===== src/rtl/la_pattern_gen.sv =====
// Test-pattern generator for logic-analyser bring-up: binary, Gray, walking-one or Galois LFSR
// patterns stepped at a prescaled rate, in continuous or fixed-length bursts.
module la_pattern_gen #(
    parameter int                WIDTH      = 8,
    parameter int                PRESCALE_W = 16,
    parameter int                BURST_W    = 16,
    parameter logic [WIDTH-1:0]  LFSR_POLY  = 8'hB8
) (
    input  logic                  clk,
    input  logic                  rst,
    input  logic                  start,
    input  logic                  stop,
    input  logic [1:0]            mode,
    input  logic [PRESCALE_W-1:0] prescale,
    input  logic [BURST_W-1:0]    burst_len,
    output logic [WIDTH-1:0]      port,
    output logic                  strobe,
    output logic                  busy,
    output logic                  done
);

    typedef enum logic [1:0] {MODE_BIN, MODE_GRAY, MODE_WALK, MODE_LFSR} mode_t;
    typedef enum logic {S_IDLE, S_RUN} state_t;

    state_t                r_state,  w_state_nxt;
    mode_t                 r_mode,   w_mode_nxt;
    logic [PRESCALE_W-1:0] r_p,      w_p_nxt;
    logic [PRESCALE_W-1:0] r_pcnt,   w_pcnt_nxt;
    logic [BURST_W-1:0]    r_b,      w_b_nxt;
    logic [BURST_W-1:0]    r_step,   w_step_nxt;
    logic [WIDTH-1:0]      r_bin,    w_bin_nxt;
    logic [WIDTH-1:0]      r_port,   w_port_nxt;
    logic                  r_strobe, w_strobe_nxt;
    logic                  r_done,   w_done_nxt;

    logic [WIDTH-1:0]      w_bin_inc;
    logic [BURST_W-1:0]    w_step_inc;
    logic [WIDTH-1:0]      w_adv;
    logic [WIDTH-1:0]      w_seed;

    assign w_bin_inc  = r_bin + WIDTH'(1);
    // Step count only decides burst end, so saturating it keeps continuous runs harmless.
    assign w_step_inc = (r_step == '1) ? r_step : r_step + BURST_W'(1);

    always_comb begin
        unique case (r_mode)
            MODE_BIN:  w_adv = w_bin_inc;
            MODE_GRAY: w_adv = w_bin_inc ^ (w_bin_inc >> 1);
            MODE_WALK: w_adv = {r_port[WIDTH-2:0], r_port[WIDTH-1]};
            default:   w_adv = (r_port >> 1) ^ (r_port[0] ? LFSR_POLY : '0);
        endcase
    end

    always_comb begin
        unique case (mode_t'(mode))
            MODE_WALK: w_seed = WIDTH'(1);
            MODE_LFSR: w_seed = '1;
            default:   w_seed = '0;
        endcase
    end

    // NOTE: every next-state signal gets a default before the case, so no latch is inferred.
    always_comb begin
        w_state_nxt  = r_state;
        w_mode_nxt   = r_mode;
        w_p_nxt      = r_p;
        w_b_nxt      = r_b;
        w_pcnt_nxt   = r_pcnt;
        w_step_nxt   = r_step;
        w_bin_nxt    = r_bin;
        w_port_nxt   = r_port;
        w_strobe_nxt = 1'b0;
        w_done_nxt   = 1'b0;
        unique case (r_state)
            S_IDLE: begin
                if (start) begin
                    w_state_nxt = S_RUN;
                    w_mode_nxt  = mode_t'(mode);
                    w_p_nxt     = prescale;
                    w_b_nxt     = burst_len;
                    w_pcnt_nxt  = '0;
                    w_step_nxt  = '0;
                    w_bin_nxt   = '0;
                    w_port_nxt  = w_seed;
                end
            end
            default: begin
                if (stop) begin
                    w_state_nxt = S_IDLE;
                end else if (r_pcnt == r_p) begin
                    w_pcnt_nxt   = '0;
                    w_step_nxt   = w_step_inc;
                    w_bin_nxt    = w_bin_inc;
                    w_port_nxt   = w_adv;
                    w_strobe_nxt = 1'b1;
                    if ((r_b != '0) && (w_step_inc == r_b)) begin
                        w_done_nxt  = 1'b1;
                        w_state_nxt = S_IDLE;
                    end
                end else begin
                    w_pcnt_nxt = r_pcnt + PRESCALE_W'(1);
                end
            end
        endcase
    end

    // NOTE: sequential state uses non-blocking assignments so all flops update together.
    always_ff @(posedge clk or negedge rst) begin
        if (!rst) begin
            r_state  <= S_IDLE;
            r_mode   <= MODE_BIN;
            r_p      <= '0;
            r_b      <= '0;
            r_pcnt   <= '0;
            r_step   <= '0;
            r_bin    <= '0;
            r_port   <= '0;
            r_strobe <= 1'b0;
            r_done   <= 1'b0;
        end else begin
            r_state  <= w_state_nxt;
            r_mode   <= w_mode_nxt;
            r_p      <= w_p_nxt;
            r_b      <= w_b_nxt;
            r_pcnt   <= w_pcnt_nxt;
            r_step   <= w_step_nxt;
            r_bin    <= w_bin_nxt;
            r_port   <= w_port_nxt;
            r_strobe <= w_strobe_nxt;
            r_done   <= w_done_nxt;
        end
    end

    assign port   = r_port;
    assign strobe = r_strobe;
    assign done   = r_done;
    assign busy   = (r_state == S_RUN);

endmodule

===== config.mk =====
export PLATFORM = sky130hd
export DESIGN_NAME = la_pattern_gen
export DESIGN_NICKNAME = d
export VERILOG_FILES = /design/src/rtl/la_pattern_gen.sv
export SDC_FILE = /design/constraint.sdc
export NUM_CORES = 1
export LEC_CHECK = 0
export CELL_PAD_IN_SITES_DETAIL_PLACEMENT = 0
export CELL_PAD_IN_SITES_GLOBAL_PLACEMENT = 2
export CORE_MARGIN = 2
export CORE_UTILIZATION = 37
export CTS_BUF_LIST = sky130_fd_sc_hd__clkbuf_4
export DETAILED_ROUTE_END_ITERATION = 10
export DONT_BUFFER_PORTS = 1
export PLACE_DENSITY = 0.85
export SLEW_MARGIN = 25
export SYNTH_ARGS = -nofsm -noshare
export SYNTH_HDL_FRONTEND = slang
export SYNTH_SLANG_ARGS = --single-unit

===== constraint.sdc =====
create_clock -name clk -period 2.6 [get_ports clk]
set_input_delay 0.13 -clock clk [delete_from_list [all_inputs] [get_ports clk]]
set_output_delay 0.13 -clock clk [all_outputs]
set_load 0.01 [all_outputs]

Yosys cells after proc, flatten, opt, wreduce, memory -nomap -nowiden
Cells that the tools add are included.

Bitwise operators: 3. Reduce and logical (&&, ||, !) cells: 7. Multiplexer cells: 31. Add/subtract/negate cells: 3. Equality and inequality tests: 9.

Operators with widths (count): $mux 16 (8); $mux 8 (9); $add 16x1->16 const B (2); $eq 16x16->1 (2); $pmux 8 s3 (1); $eq 16x16->1 const B (1); $pmux 8 s2 (1); $reduce_bool 16->1 (1); $mux 1 (12); $add 8x1->8 const B (1); $xor 7x8->8 (1); $xor 8x7->8 (1); $eq 2x2->1 const B (3); $reduce_and 2->1 (2); $reduce_and 3->1 (1); $eq 2x1->1 const B (1); $logic_not 2->1 (1); $ne 2x1->1 const B (1); $ne 2x2->1 const B (1); $reduce_bool 2->1 (1); $logic_and 1x1->1 (1); $not 1->1 (1).

Bits in registers: 85. Bits of input ports: 38. Output and inout bits: 11.

Depth between registers and ports, before layout
Gate-level depths: netlist (run 1).

Depth after elaboration: 8. Depth in mapped cells: 10. Depth with buffers taken out: 9.

Worst setup path after synthesis (run 1)
No wires, ideal clock.

Path type: flip-flop to flip-flop. Start: reg r_step[0]. End: reg r_state, in the netlist busy. Slack: 0.089 ns. Buffers on the path: 1. Cell stages (with the launch flop): 11. Arrival time: 2.378 ns. Clock period less this slack: 2.511 ns. Data required time: 2.467 ns. Path through: dfrtp_1 -> ha_1 -> and3_1 -> buf_2 -> nand2_1 -> or4_1 -> a32oi_1 -> nand4_1 -> nor4b_2 -> and4b_1 -> a21oi_1.

Word-level cells in the longest chain between the ends: 8. Elaborated cells between the ends (all ways): 9. Those cells by class: add/sub (1); eq/ne (2); mux (5); reduce/logical (1).

Ends and longest elaborated chain: start, declared (RTL line 30) `logic [BURST_W-1:0] r_step, w_step_nxt;`; start signal, assigned (RTL line 126) `r_step <= w_step_nxt;`; $add 16x1->16 or $eq 16x16->1 (tied branches) (RTL line 43) `assign w_step_inc = (r_step == '1) ? r_step : r_step + BURST_W'(1);`; $mux 16 * (RTL line 43); $eq 16x16->1 * (RTL line 96) `if ((r_b != '0) && (w_step_inc == r_b)) begin`; $logic_and 1x1->1 * (RTL line 96); $mux 1 * (RTL line 96); $mux 1 * (RTL line 90) `end else if (r_pcnt == r_p) begin`; $mux 1 * (RTL line 88) `if (stop) begin`; $mux 1 * (RTL line 74) `unique case (r_state)`; named net w_state_nxt (RTL line 25) `state_t r_state, w_state_nxt;`; end signal, assigned (RTL line 121) `r_state <= w_state_nxt;`; end, declared (RTL line 25).

The timed path passes the listed nets; every way through them passes the cells marked *. A chain may end at the register's enable or synchronous reset.

Worst setup path in the final report (run 1)
Start: reg r_step[10]. End: reg r_state, in the netlist busy.

Same word-level chain as after synthesis.

==> impl_metrics.ini, run 1 <==
[outcome]
status = complete, no violations

[placement]
post-dp-hpwl_um = 9672
io_buffers = 0
gp_congestion = 0.9475
dpl.cell_count = 724
dpl-instance-area_sq_um = 5391

[clocking]
clk_pin_slew_worst_paths_ns = 0.15
cts_max_path_buffers = 2
cts_tree = yes
cts_htree_levels = 3
cts_root_buf = clkbuf_4
numCtsBuffers = 9
clk_latency_ns = 0.48
clock_sinks = 85

[die]
start_util_pct = 37.99
core-area_sq_um = 13240
die-width_um = 120.6
die_area_sq_um = 14550
rows = 42
die_y_um = 120.6
io_pins = 49

[routing]
top_layer_used = met4
antenna_left = 0
wl_met1_um = 6447
via_per_inst = 5.533
routedWlPerCell_um = 17.60
drcViolationCount = 0
drtIter0Drc = 369
dr.pass1.iters = 5
vias = 4321
routed-wl-met3_um = 779
route.met2.wl_um = 6321
totalWireLength_um = 13750

[power_and_ir_drop]
switching_share_pct = 37.55
powerDensity_nw_per_um2 = 590.1
power.switching_uw = 1313
clockPowerShare_pct = 20.3
ir_drop_v = 0.0003237
p_leak_uw = 0.002488
intPower_uw = 2184
seqPwrFrac_pct = 52.9
combPwrFrac_pct = 26.8

[synthesis]
ys_ff_latch = 85
yosysWarnings = 0
seq_area_frac_synth_pct = 42.28
syn_area_per_cell_sq_um = 9.231
synth_enable_flop_cells = 0
synth_area_sq_um = 5031
async_flop_share_pct = 100.0
synth_cell_type_count = 54
synth_flop_cell = dfrtp_1
syn_nets = 586
syn_inst = 545

[critical_path]
end_kind = flop
start_kind = flop
crit_type = reg -> reg
arrival_ns = 2.88
path_max_fanout = 5
required_ns = 2.98

[global_route]
grt_use_total_pct = 20.34
grt_pass1_wl_um = 23270
grt.overflow.total = 0
antenna_found_initial = 2
grt_pass1_vias = 4374
grt_max_degree = 86

[timing]
fin_skew_ns = 0.01502
setup_violations = 0
slew_viol_final = 0
period_share_pct = 96.35
slew_headroom_pct = 60.85
tns_ns = 0
fin_crit_ns = 2.505
max_slew.worst_pin.slew_ns = 0.5873
whs_ns = 0.1809
rsz0062_at_grt = no
fmax_mhz = 399.2
hold_viol = 0

[cells_and_area]
fin_cells = 781
final_cell_mix = dfrtp_1 (84), nand2_1 (51), nor2_1 (44), o21ai_0 (44), mux2_2 (37)
drive_above_1_share_pct = 16.25
area_growth_syn_to_layout_pct = 17.78
fin_area_sq_um = 5926
fill_cells = 1315
nets = 639
layout_commonest_cell = dfrtp_1
postLayoutCoreUtil_pct = 44.75

[min_path]
min-delay-path-class = in -> reg

[run]
cap_violations = 0
-- stage by stage --
step	power, uW	setup slack [ns]
2_1_floorplan	2442	0.08865
3_3_place_gp	2728	0.1640
3_5_place_dp	2736	0.1357
4_1_cts	3541	0.08725
5_1_grt	3745	0.0006142
6_report	3497	0.09501
-- cell usage after synthesis, drive strengths merged (10+ instances only) --
master,count,share of area [%]
o21ai,44,4.4
a21oi,32,3.2
nor2,44,3.3
nand2,51,3.8
clkbuf,19,1.4
buf,10,0.94
nor4,12,1.5
xnor2,14,2.4
mux2,37,8.3
dfrtp,85,42
and3,11,1.4
nand3,31,3.2
xor2,36,6.3
a31oi,14,1.7
-- what timing repair did --
action                                 4_1_cts  5_1_grt
hold buffers                                37        0
setup buffers                                0        2
resized for setup                            0        3
endpoints found under the hold margin      133        0
setup endpoints to repair                    0        2
-- layout make-up --
class | count | area (sq um) | area share [%]
diodes | 2 | 5.005 | 0.08446
clock buffers | 9 | 67.56 | 1.140
clock inverters | 7 | 50.05 | 0.8446
inverters | 9 | 33.78 | 0.5701
multi-input cells | 422 | 2778 | 46.87
flip-flops and latches | 85 | 2128 | 35.92
well taps | 176 | 220.2 | 3.716
repair buffers | 71 | 643.1 | 10.85
-- metal layers --
layer	track usage [%]	up-vias
li1	-	2097
met1	28.04	2102
met2	31.67	105
met3	5.330	17
met4	5.523	0
met5	0	-
-- cells by family (layout without fill, tap and decap cells) --
group                      Yosys count  count (layout)  share of synthesized area (%)
and+or+nand+nor                    192             192                          19.03
AOI/OAI and AO/OA                  131             131                          16.14
DFF                                 85              85                          42.28
xor gates and xnor gates            50              50                          8.704
muxes                               46              46                          10.07
buffers and inverters               38              96                          3.034
adders and majority gates            3               3                         0.7462
other                                0               2                              0
-- power by group through the flow --
stage	Clock (uW)	Sequential [uW]	Combinational [uW]
after global routing	810	1890	1050
after floorplan	0	1740	705
final	709	1850	937
after CTS	750	1850	939
after global placement	0	1870	860
after detailed placement	0	1880	857
-- worst max-delay path, cell delays in order, from the launching register on --
cell	delay [ns]
dfrtp_1	0.44
nand2_1	0.14
or3_1	0.41
or4_1	0.42
a32oi_1	0.24
nand4_1	0.14
nor4b_2	0.27
and4b_1	0.26
a21oi_1	0.07
-- final timing paths --
check,slack (ns),depth (start not counted),from,endpoint
setup / recovery,0.1,8,r_step[10],busy
hold / removal,0.18,4,start,busy
setup reg to reg,0.1,8,r_step[10],busy
hold reg to reg,0.53,2,r_bin[7],r_bin[7]
max in group asynchronous,2.04,2,rst,r_bin[0]
min in group asynchronous,0.20,2,rst,r_b[10]
-- flip-flops by register name, indices dropped and copies added (netlist names) --
register and cells:
strobe 1, r_bin 8, done 1, r_b 16
r_p 16, r_pcnt 16, r_step 16, r_mode 2
busy 1, port 8
Power figures use the tool's default switching activity.
==> run 2, diff against run 1 <==
- CELL_PAD_IN_SITES_DETAIL_PLACEMENT: 0 -> unset
- CELL_PAD_IN_SITES_GLOBAL_PLACEMENT: 2 -> unset
- CORE_UTILIZATION: 37 -> 59
- PLACE_DENSITY: 0.85 -> 0.86
- clock period: 2.6 -> 2.1 ns (I/O delays scaled with it)
==> impl_metrics.ini, run 2 (synthesis results as in run 1) <==
[die]
die_area_sq_um = 9282
die_y_um = 96.35
start_util_pct = 60.92
die-width_um = 96.35
core-area_sq_um = 8258
io_pins = 49
rows = 33

[critical_path]
rr_endpoint = done
slowest_delay_ns = 0.46
crit_top_cell = buf_4
r2r_slack_ns = -0.32
reg2reg_depth = 11
start_kind = flop
crit_type = reg -> reg
arrival_ns = 2.82
cp_cell_sequence = ha_4 > nand3_2 > buf_4 > nor3_4 > buf_4 > buf_4 > o21ai_0 > nor3_1 > o2111ai_1 > and4b_1 > and2_1
reg2reg_from = r_step[1]
end_kind = flop
required_ns = 2.50
cp_top_family = simple AND/OR/NAND/NOR gates
slowest_stage = dfrtp_1
path_max_fanout = 5
path_buf_inv = 3
cp-startpoint = r_step[1]

[routing]
totalWireLength_um = 14740
antenna_left = 0
drtIter0Drc = 368
vias = 4887
routedWlPerCell_um = 19.07
via_per_inst = 6.322
dr.pass1.iters = 5
drcViolationCount = 0

[timing]
setup_violations = 2
fin_ws_ns = -0.3212
period_share_pct = 115.3
max_slew.worst_pin.slew_ns = 0.5712
fmax_mhz = 413.0
fin_crit_ns = 2.421
slew_viol_final = 0
slew_headroom_pct = 61.92
rsz0062_at_grt = yes
hold_viol = 0
fin_skew_ns = 0.01584

[min_path]
min-delay-path-class = in -> async

[cells_and_area]
layout_commonest_cell = buf_4
fin_area_sq_um = 6530
postLayoutCoreUtil_pct = 79.08
nets = 704
n_antenna_cell = 0
final_cell_mix = buf_4 (90), dfrtp_1 (83), nand2_1 (46)
area_growth_syn_to_layout_pct = 29.79
fill_cells = 520
drive_above_1_share_pct = 27.99

[outcome]
status = finished, violations left
violations = setup timing

[power_and_ir_drop]
seqPwrFrac_pct = 48.9
switching_share_pct = 36.14
clockPowerShare_pct = 21.1
combPwrFrac_pct = 29.9
ir_drop_v = 0.0005180
powerDensity_nw_per_um2 = 708.4
p_leak_uw = 0.002876
power.switching_uw = 1672
intPower_uw = 2954

[global_route]
grt_use_total_pct = 32.50
antenna_found_initial = 0
grt_pass1_vias = 4763
grt_pass1_wl_um = 23120
grt.overflow.total = 0
grt_max_degree = 86

[clocking]
cts_tree = yes
cts_root_buf = clkbuf_4
clock_sinks = 85
clk_latency_ns = 0.46
numCtsBuffers = 9
clk_pin_slew_worst_paths_ns = 0.14
cts_htree_levels = 3
cts_max_path_buffers = 2

[placement]
post-dp-hpwl_um = 9637
dpl-instance-area_sq_um = 5768
gp_congestion = 0.9594
io_buffers = 0

[run]
cap_violations = 0
run 2: cell count changes in the layout (fill, tap and decap cells not counted), moves of 4 or more:
cell     before  now
buf_4        34   90
buf_6         0    7
nand2_1      51   46
nor2_1       44   40
o21ai_0      44   40
run 2: timing repair:
item,4_1_cts,5_1_grt
setup endpoints to repair,8,44
cloned,0,1
buffers inserted,1,12
pin swaps,3,9
hold buffers,37,0
hold endpoints to repair,127,0
gates resized for setup,1,31
run 2: final cells by class:
| class | count | area (sq um) | share of cell area, % |
|---|---|---|---|
| inverters | 9 | 33.78 | 0.5173 |
| well taps | 105 | 131.4 | 2.012 |
| clock buffers | 10 | 75.07 | 1.150 |
| clock inverters | 6 | 61.31 | 0.9389 |
| multi-input cells | 422 | 2912 | 44.59 |
| flip-flops and latches | 85 | 2130 | 32.61 |
| repair buffers | 136 | 1187 | 18.18 |
run 2: worst reg2reg max path: cells and delay by family (launching register included):
family | cells | cell delay, ns
compound gates | 2 | 0.25
simple gates | 5 | 1.01
flops | 1 | 0.46
buf+inv | 3 | 0.47
fa+ha+maj | 1 | 0.18
run 2: stage by stage:
| step | TNS, ns | hold WS [ns] | setup WS, ns | std cells | power [uW] |
|---|---|---|---|---|---|
| after detailed placement | -0.6944 | -0.1888 | -0.2624 | 706 | 3446 |
| final | -0.6261 | 0.1819 | -0.3212 | 773 | 4626 |
| after CTS | -0.5473 | 0.1665 | -0.2777 | 760 | 4482 |
| after global placement | -0.3478 | -0.1889 | -0.1746 | 706 | 3397 |
| after global routing | -0.8749 | 0.1932 | -0.3860 | 773 | 4863 |
| after floorplan | -0.3916 | -0.1906 | -0.1441 | 545 | 3042 |
run 2: how the worst max path moves through the flow:
stage                end  depth (start not counted)  slack (ns)
finish              done                         11       -0.32
floorplan           busy                          8       -0.14
global placement    busy                          8       -0.17
CTS                 done                          8       -0.28
global route        done                          9       -0.39
detailed placement  done                          8       -0.26
run 2: layer usage:
| layer | global-route usage, % | up-vias | share of wire, % |
|---|---|---|---|
| met5 | 0 | - | 0 |
| met4 | 11.27 | 0 | 2.7 |
| met3 | 7.909 | 49 | 7.9 |
| met2 | 52.60 | 252 | 49 |
| met1 | 42.78 | 2360 | 40 |
| li1 | - | 2226 | - |
run 2: power groups by stage:
stage	Clock, uW	Sequential [uW]	Combinational, uW
after global placement	0	2260	1130
after detailed placement	0	2280	1170
final	978	2260	1390
after global routing	1050	2300	1510
after floorplan	0	2160	886
after CTS	972	2240	1270
==> run 3, diff against run 2 <==
- CELL_PAD_IN_SITES_DETAIL_PLACEMENT: unset -> 1
- CELL_PAD_IN_SITES_GLOBAL_PLACEMENT: unset -> 1
- CORE_UTILIZATION: 59 -> 46
==> impl_metrics.ini, run 3 (synthesis results as in run 1) <==
[critical_path]
crit_type = reg -> reg
arrival_ns = 3.56
cp_cell_sequence = buf_6 > buf_4 > and4_1 > nand3_1 > o211ai_1 > o21a_1 > xor2_1 > a2111oi_0 > and4b_1 > and2_1
start_kind = flop
path_max_fanout = 3
path_buf_inv = 2
cp_top_family = compound AO/OA/AOI/OAI gates
required_ns = 2.53
slowest_stage = a2111oi_0
slowest_delay_ns = 0.63
end_kind = flop

[cells_and_area]
final_cell_mix = buf_4 (124), dfrtp_1 (81), nand2_1 (37), mux2_2 (37), dlygate4sd3_1 (36)
layout_commonest_cell = buf_4
area_growth_syn_to_layout_pct = 49.07
drive_above_1_share_pct = 42.74
postLayoutCoreUtil_pct = 69.80
nets = 752

[placement]
io_buffers = 0
post-dp-hpwl_um = 12760
gp_congestion = 0.9804

[die]
die-width_um = 108.6
io_pins = 49
core-area_sq_um = 10750
start_util_pct = 46.82
die_area_sq_um = 11790
die_y_um = 108.6
rows = 38

[timing]
fin_crit_ns = 3.128
period_share_pct = 148.9
max_slew.worst_pin.slew_ns = 0.6691
hold_viol = 0
fin_ws_ns = -1.028
fin_skew_ns = 0.03547
setup_violations = 51
slew_headroom_pct = 54.24
slew_viol_final = 0
fmax_mhz = 319.7
rsz0062_at_grt = yes

[routing]
routedWlPerCell_um = 33.57
antenna_left = 0
drcViolationCount = 0
totalWireLength_um = 28770
via_per_inst = 7.089
dr.pass1.iters = 5
drtIter0Drc = 769
vias = 6075

[power_and_ir_drop]
powerDensity_nw_per_um2 = 766.4
p_leak_uw = 0.003219
ir_drop_v = 0.0007907
finalPower_uw = 5747

[clocking]
cts_max_path_buffers = 2
cts_htree_levels = 3
clock_sinks = 85
cts_tree = yes
cts_root_buf = clkbuf_4
numCtsBuffers = 9
clk_latency_ns = 0.53
clk_pin_slew_worst_paths_ns = 0.18

[run]
cap_violations = 0

[outcome]
status = finished, violations left
violations = setup timing

[global_route]
grt_use_total_pct = 39.47
antenna_found_initial = 1
grt_pass1_vias = 5937
grt_pass1_wl_um = 34550
grt_max_degree = 86
grt.overflow.total = 0

[min_path]
min-delay-path-class = in -> async
## run 3: changes by cell type in the layout (fill, tap and decap cells not counted), sizes merged
cell and change:
diode +1, buf +48, clkinvlp +1, clkinv -3, bufinv +2
## run 3: final timing paths
check | start | end | slack, ns | depth (start not counted)
setup / recovery | r_step[12] | done | -1.03 | 10
hold / removal | rst | r_p[10] | 0.12 | 2
setup reg to reg | r_step[12] | done | -1.03 | 10
hold reg to reg | r_bin[7] | r_bin[7] | 0.56 | 2
max in group asynchronous | rst | r_step[3] | 1.56 | 2
min in group clk | prescale[14] | r_p[14] | 0.26 | 2
## run 3: report_power, final
group,internal [uW],switching [uW]
combinational,902,1180
sequential,1890,460
clock,615,710
## run 3: layer usage
layer	share of wire (%)	up-vias	GRT usage, %
met2	47	539	66.56
met4	8.9	0	20.33
li1	-	2320	-
met1	35	2988	47.89
met5	0	-	0
met3	9.5	228	7.595
## run 3: repair_timing
action,CTS,global route
buffers inserted,15,20
setup endpoints to repair,33,48
hold endpoints to repair,130,0
hold buffers,37,0
cloned,2,1
gates resized for setup,45,113
pin swaps,23,46
## run 3: area by class of cell
type	count	area [sq um]
antenna	1	2.502
clock buffer	10	75.07
clock inverter	6	110.1
fill	1150	3246
inverter	9	33.78
multi-input combinational	422	3322
sequential	85	2132
tap	140	175.2
timing repair buffer	184	1649
## run 3: through the flow
step	area, sq um	hold slack, ns	worst slack [ns]	TNS, ns	cells
after floorplan	5112	-0.1906	-0.1441	-0.3916	545
after global placement	6035	-0.1886	-0.1612	-0.6200	768
after detailed placement	6035	-0.1889	-0.2714	-1.732	768
after CTS	6923	0.1803	-0.2759	-1.572	838
after global routing	7500	0.1515	-0.9159	-19.98	857
final	7500	0.1201	-1.028	-20.38	857
